`src/rtl/syscall_unit.sv`:
```
// Syscall service engine: console print-int / print-char, exit and
// bad-code trapping, with a valid/ready byte stream to the console sink.
module syscall_unit #(
  parameter int unsigned NEWLINE_AFTER_INT = 0
) (
  input  logic        CLOCK,
  input  logic        RESET,
  input  logic        Syscall_IN,
  input  logic [31:0] V0_IN,
  input  logic [31:0] A0_IN,
  input  logic        CHAR_READY,
  output logic [7:0]  CHAR_OUT,
  output logic        CHAR_VALID,
  output logic        DONE_OUT,
  output logic        BUSY_OUT,
  output logic        HALT_OUT,
  output logic        ERROR_OUT
);

  typedef enum logic [2:0] {
    IDLE, DECODE, SIGN, DIGIT, EMIT, NL, DONE, HALTED
  } state_t;

  state_t      state_q;
  logic        sys_prev_q;
  logic [31:0] code_q;
  logic [31:0] arg_q;
  logic [31:0] mag_q;
  logic [3:0]  idx_q;
  logic [3:0]  cnt_q;
  logic        lead_q;
  logic [7:0]  char_q;
  logic        valid_q;
  logic        done_q;
  logic        busy_q;
  logic        halt_q;
  logic        err_q;
  logic [31:0] pow_val;

  always_comb begin
    pow_val = 32'd1;
    case (idx_q)
      4'd9:    pow_val = 32'd1000000000;
      4'd8:    pow_val = 32'd100000000;
      4'd7:    pow_val = 32'd10000000;
      4'd6:    pow_val = 32'd1000000;
      4'd5:    pow_val = 32'd100000;
      4'd4:    pow_val = 32'd10000;
      4'd3:    pow_val = 32'd1000;
      4'd2:    pow_val = 32'd100;
      4'd1:    pow_val = 32'd10;
      default: pow_val = 32'd1;
    endcase
  end

  always_ff @(posedge CLOCK) begin
    if (RESET) begin
      state_q    <= IDLE;
      sys_prev_q <= 1'b0;
      code_q     <= '0;
      arg_q      <= '0;
      mag_q      <= '0;
      idx_q      <= '0;
      cnt_q      <= '0;
      lead_q     <= 1'b0;
      char_q     <= '0;
      valid_q    <= 1'b0;
      done_q     <= 1'b0;
      busy_q     <= 1'b0;
      halt_q     <= 1'b0;
      err_q      <= 1'b0;
    end else begin
      sys_prev_q <= Syscall_IN;
      done_q     <= 1'b0;
      case (state_q)
        IDLE: begin
          if (Syscall_IN && !sys_prev_q) begin
            code_q  <= V0_IN;
            arg_q   <= A0_IN;
            busy_q  <= 1'b1;
            state_q <= DECODE;
          end
        end
        DECODE: begin
          if (code_q == 32'd1) begin
            mag_q   <= arg_q[31] ? (~arg_q + 32'd1) : arg_q;
            char_q  <= 8'h2D;
            valid_q <= arg_q[31];
            state_q <= SIGN;
          end else if (code_q == 32'd11) begin
            char_q  <= arg_q[7:0];
            valid_q <= 1'b1;
            state_q <= EMIT;
          end else if (code_q == 32'd10) begin
            halt_q  <= 1'b1;
            done_q  <= 1'b1;
            state_q <= DONE;
          end else begin
            err_q   <= 1'b1;
            done_q  <= 1'b1;
            state_q <= DONE;
          end
        end
        SIGN: begin
          // Non-negative values pass straight through with valid never raised
          if (!valid_q || CHAR_READY) begin
            valid_q <= 1'b0;
            idx_q   <= 4'd9;
            cnt_q   <= '0;
            lead_q  <= 1'b1;
            state_q <= DIGIT;
          end
        end
        DIGIT: begin
          if (mag_q >= pow_val) begin
            mag_q <= mag_q - pow_val;
            cnt_q <= cnt_q + 4'd1;
          end else if (cnt_q != 4'd0 || !lead_q || idx_q == 4'd0) begin
            char_q  <= 8'h30 + {4'h0, cnt_q};
            valid_q <= 1'b1;
            lead_q  <= 1'b0;
            state_q <= EMIT;
          end else begin
            idx_q <= idx_q - 4'd1;
          end
        end
        EMIT: begin
          if (CHAR_READY) begin
            if (code_q != 32'd1) begin
              valid_q <= 1'b0;
              done_q  <= 1'b1;
              state_q <= DONE;
            end else if (idx_q != 4'd0) begin
              valid_q <= 1'b0;
              idx_q   <= idx_q - 4'd1;
              cnt_q   <= '0;
              state_q <= DIGIT;
            end else if (NEWLINE_AFTER_INT != 0) begin
              char_q  <= 8'h0A;
              state_q <= NL;
            end else begin
              valid_q <= 1'b0;
              done_q  <= 1'b1;
              state_q <= DONE;
            end
          end
        end
        NL: begin
          if (CHAR_READY) begin
            valid_q <= 1'b0;
            done_q  <= 1'b1;
            state_q <= DONE;
          end
        end
        DONE: begin
          busy_q  <= 1'b0;
          state_q <= halt_q ? HALTED : IDLE;
        end
        HALTED: begin
          state_q <= HALTED;
        end
        default: state_q <= IDLE;
      endcase
    end
  end

  assign CHAR_OUT   = char_q;
  assign CHAR_VALID = valid_q;
  assign DONE_OUT   = done_q;
  assign BUSY_OUT   = busy_q;
  assign HALT_OUT   = halt_q;
  assign ERROR_OUT  = err_q;

endmodule

```
`config.mk`:
```
export PLATFORM = sky130hd
export DESIGN_NAME = syscall_unit
export DESIGN_NICKNAME = d
export VERILOG_FILES = /design/src/rtl/syscall_unit.sv
export SDC_FILE = /design/constraint.sdc
export NUM_CORES = 1
export LEC_CHECK = 0
export BUFFER_PORTS_ARGS = -buffer_cell sky130_fd_sc_hd__buf_2
export CORE_MARGIN = 2
export CORE_UTILIZATION = 55
export CTS_CLUSTER_DIAMETER = 40
export CTS_CLUSTER_SIZE = 30
export DETAILED_ROUTE_END_ITERATION = 8
export PLACE_DENSITY = 0.82
export SYNTH_ARGS = -nofsm -noshare
export SYNTH_HDL_FRONTEND = slang
export SYNTH_SLANG_ARGS = --single-unit
export TNS_END_PERCENT = 100
```
`constraint.sdc`:
```
create_clock -name CLOCK -period 4 [get_ports CLOCK]
set_clock_uncertainty 0.05 [all_clocks]
set_input_delay 0.8 -clock CLOCK [delete_from_list [all_inputs] [get_ports CLOCK]]
set_output_delay 0.8 -clock CLOCK [all_outputs]
set_load 0.05 [all_outputs]
```
==> results_dict.tcl <==
set metrics [dict create \
    syn_area_um2 8288 \
    internal-power_mw 3.675 \
    cp_data_arrival_time_ps 3880 \
    routedWlPerCell_um 15.79 \
    slew_headroom 0.3067 \
    slowest_delay_ps 420 \
    pre_cts_slack_ps 409.3 \
    fin_cells 1341 \
    path_cells "inv_1 > ha_1 > and2_1 > nor4bb_1 > o2111ai_1 > a31oi_1 > o21ai_0 > a21oi_1 > a211o_1 > inv_1 > ha_1 > and3_1 > or2_1" \
    startpoint_type "register" \
    multi_input_area_um2 4970 \
    antenna_found_initial 0 \
    finalSetupTns_ps 0 \
    grt_overflow 0 \
    root_buffer "clkbuf_16" \
    crit_buf_inv 2 \
    outcome "complete, no violations" \
    io_buffers 80 \
    clock_path_buffers 2 \
    h-tree-depth 4 \
    ios 81 \
    drv_cap 0 \
    fillers 1300 \
    ys_types 72 \
    p_clk_frac 0.228 \
    regArea_um2 2903 \
    viasPerCell 5.834 \
    die_h_um 126.8 \
    die_w_um 126.8 \
    fin_crit_sh 0.9024 \
    ant_nets 0 \
    rsz0062_at_grt "no" \
    power.leakage_nw 3.944 \
    dr.pass1.iters 5 \
    num-nets-final 1253 \
    async_flop_share 0 \
    dieArea_um2 16070 \
    min_path_type "reg2reg" \
    period_minus_slack_ps 3610 \
    crit_family "compound AO/OA/AOI/OAI gates" \
    drv_slew 0 \
    cts_buffers 17 \
    worst_pin_slew_ps 1039 \
    layout-drive-gt1-share 0.1296 \
    num_vias 7823 \
    rows 44 \
    gp_congestion 0.9408 \
    ys_ff_latch 145 \
    ys.flop_type "dfxtp_1" \
    p_per_area_nw_per_um2 703.0 \
    syn-num-nets 1203 \
    crit_type "reg2reg" \
    grtUsageTotal 0.2639 \
    grt_pass1_wl_mm 34.27 \
    setup-violations-final 0 \
    avgSynthCellArea_um2 7.576 \
    clock_latency_ps 430 \
    whs_path_depth 2 \
    swShare 0.4405 \
    yosysWarnings 0 \
    sequentialPowerShare 0.290 \
    initialDrtViolationCount 619 \
    ys_seq_area_frac 0.3502 \
    cts_resized 0 \
    dp.cells 1309 \
    synth_edf_count 0 \
    ir_worst_vdd_mv 0.4531 \
    reg2regPathDepth 13 \
    initial_core_util 0.5660 \
    whs_ps 403.5 \
    core-area_um2 14640 \
    worstPathMaxFanout 7 \
    synth_cells 1094 \
    diodes 0 \
    ctsHoldBuffers 0 \
    area_delta_synth_final_pct 12.74 \
    cp.required_ps 4270 \
    grt_max_degree 79 \
    drc_errors 0 \
    final_hold_viol_count 0 \
    cts_tree "yes" \
    setup_slack_ps 390.3 \
    numClockSinks 145 \
    dp_hpwl_mm 15.21 \
    crit_cells 13 \
    p_comb_frac 0.482 \
    cp-end-kind "register" \
    fmax_ghz 0.2770 \
    cp_slowest_cell "ha_1" \
    cts.clk_slew.worst_paths_ps 70 \
    grt_pass1_vias 6879 \
    switching_power_mw 2.894 \
    cts_setup_buffers 0 \
    drt-total-wl_mm 21.18 \
]
power by group through the flow:
stage,logic (mW),registers [mW],clock network (mW)
detailed placement,3.09,1.93,0
floorplan,2.34,1.95,0
CTS,3.12,1.90,1.51
global route,3.50,1.93,1.57
finish,3.17,1.90,1.50
global placement,3.05,1.92,0
sequential cells by signal, summed over array words and instances (netlist names), 3 cells and up:
| name | count |
|---|---|
| arg_q | 32 |
| code_q | 32 |
| mag_q | 32 |
| pow_val | 23 |
| CHAR_OUT | 8 |
| cnt_q | 4 |
| idx_q | 4 |
| state_q | 3 |
synth_stat cells, types with 3 or more instances:
cell type  count  area share
inv_1         44       0.020
and2_1        10      0.0075
or3_1         11      0.0083
nand2_1      208       0.094
o31ai_1        7      0.0063
a22oi_1        3      0.0027
ha_1          40       0.060
or2_2          4      0.0030
a21o_1        14       0.013
a211oi_1      20       0.018
xnor2_1       24       0.025
a21oi_1      140       0.085
a211o_1        4      0.0042
nor3_1        30       0.018
or4_1          5      0.0045
nor2b_1       11      0.0083
nor2_1        83       0.038
nand3b_1       3      0.0027
dfxtp_1      145        0.35
nand4_1        8      0.0060
xor2_1        32       0.034
nand3_1       19       0.011
o21a_1         4      0.0036
a311oi_1       4      0.0042
a221o_1        4      0.0048
o211ai_1      10      0.0091
clkbuf_1      58       0.026
o21ai_0       40       0.024
nand2b_1      12      0.0091
a31oi_1        5      0.0038
nor3b_1        4      0.0036
o41ai_1        6      0.0063
buf_2          5      0.0030
nor4_1        14       0.011
o21ai_1        3      0.0018
mux2i_1        4      0.0048
a22o_1         5      0.0053
and3_1         7      0.0053
worst paths after layout:
path,startpoint,end,slack [ps]
max reg2reg,pow_val[28],pow_val[23],390
max,pow_val[28],pow_val[23],390
min reg2reg,code_q[2],code_q[2],400
min,code_q[2],code_q[2],400
worst min-delay path, cell delays in order, from the launching register on:
cell and delay, ps:
dfxtp_1 310, nand2_1 50, a21oi_1 50
cell type report:
class | count | share of cell area
clock inverter | 14 | 0.01285
tap | 184 | 0.02464
timing repair buffer | 96 | 0.05597
multi-input combinational | 839 | 0.5319
sequential | 145 | 0.3107
clock buffer | 18 | 0.04593
inverter | 45 | 0.01808
layout by cell type (no fill, tap or decap), types with 12 or more instances in the layout:
cell type,Yosys,layout
a211oi_1,20,20
a21o_1,14,14
a21oi_1,140,139
buf_2,5,79
buf_4,0,17
clkbuf_16,0,17
dfxtp_1,145,145
ha_1,40,40
inv_1,44,44
nand2_1,208,207
nand2b_1,12,12
nand3_1,19,19
nor2_1,83,83
nor3_1,30,30
nor4_1,14,13
o21ai_0,40,40
xnor2_1,24,24
xor2_1,32,32
metal layers:
metal	wire (um)	track usage	part of all wire
met1	9997	0.3797	0.47
met2	9309	0.3949	0.44
met3	1524	0.06411	0.072
met4	350	0.07498	0.017
met5	0	0	0
stage by stage:
stage / cell area [um2] / power, mW / util
final: 9344 / 6.569 / 0.6381
after detailed placement: 8795 / 5.017 / 0.6006
after CTS: 9344 / 6.533 / 0.6381
after global placement: 8795 / 4.972 / 0.6006
after floorplan: 8288 / 4.291 / -
after global routing: 9344 / 7.002 / 0.6381
logic make-up (layout without fill, tap and decap cells):
| family | Yosys count | in the layout | share of synthesized area |
|---|---|---|---|
| AOI/OAI and AO/OA | 296 | 296 | 0.2258 |
| xor gates and xnor gates | 56 | 56 | 0.05918 |
| adders and majority gates | 41 | 41 | 0.06280 |
| buffers and inverters | 110 | 173 | 0.05163 |
| DFF | 145 | 145 | 0.3502 |
| muxes | 5 | 5 | 0.006190 |
| and+or+nand+nor | 441 | 441 | 0.2441 |
(Power assumes the default switching activity.)
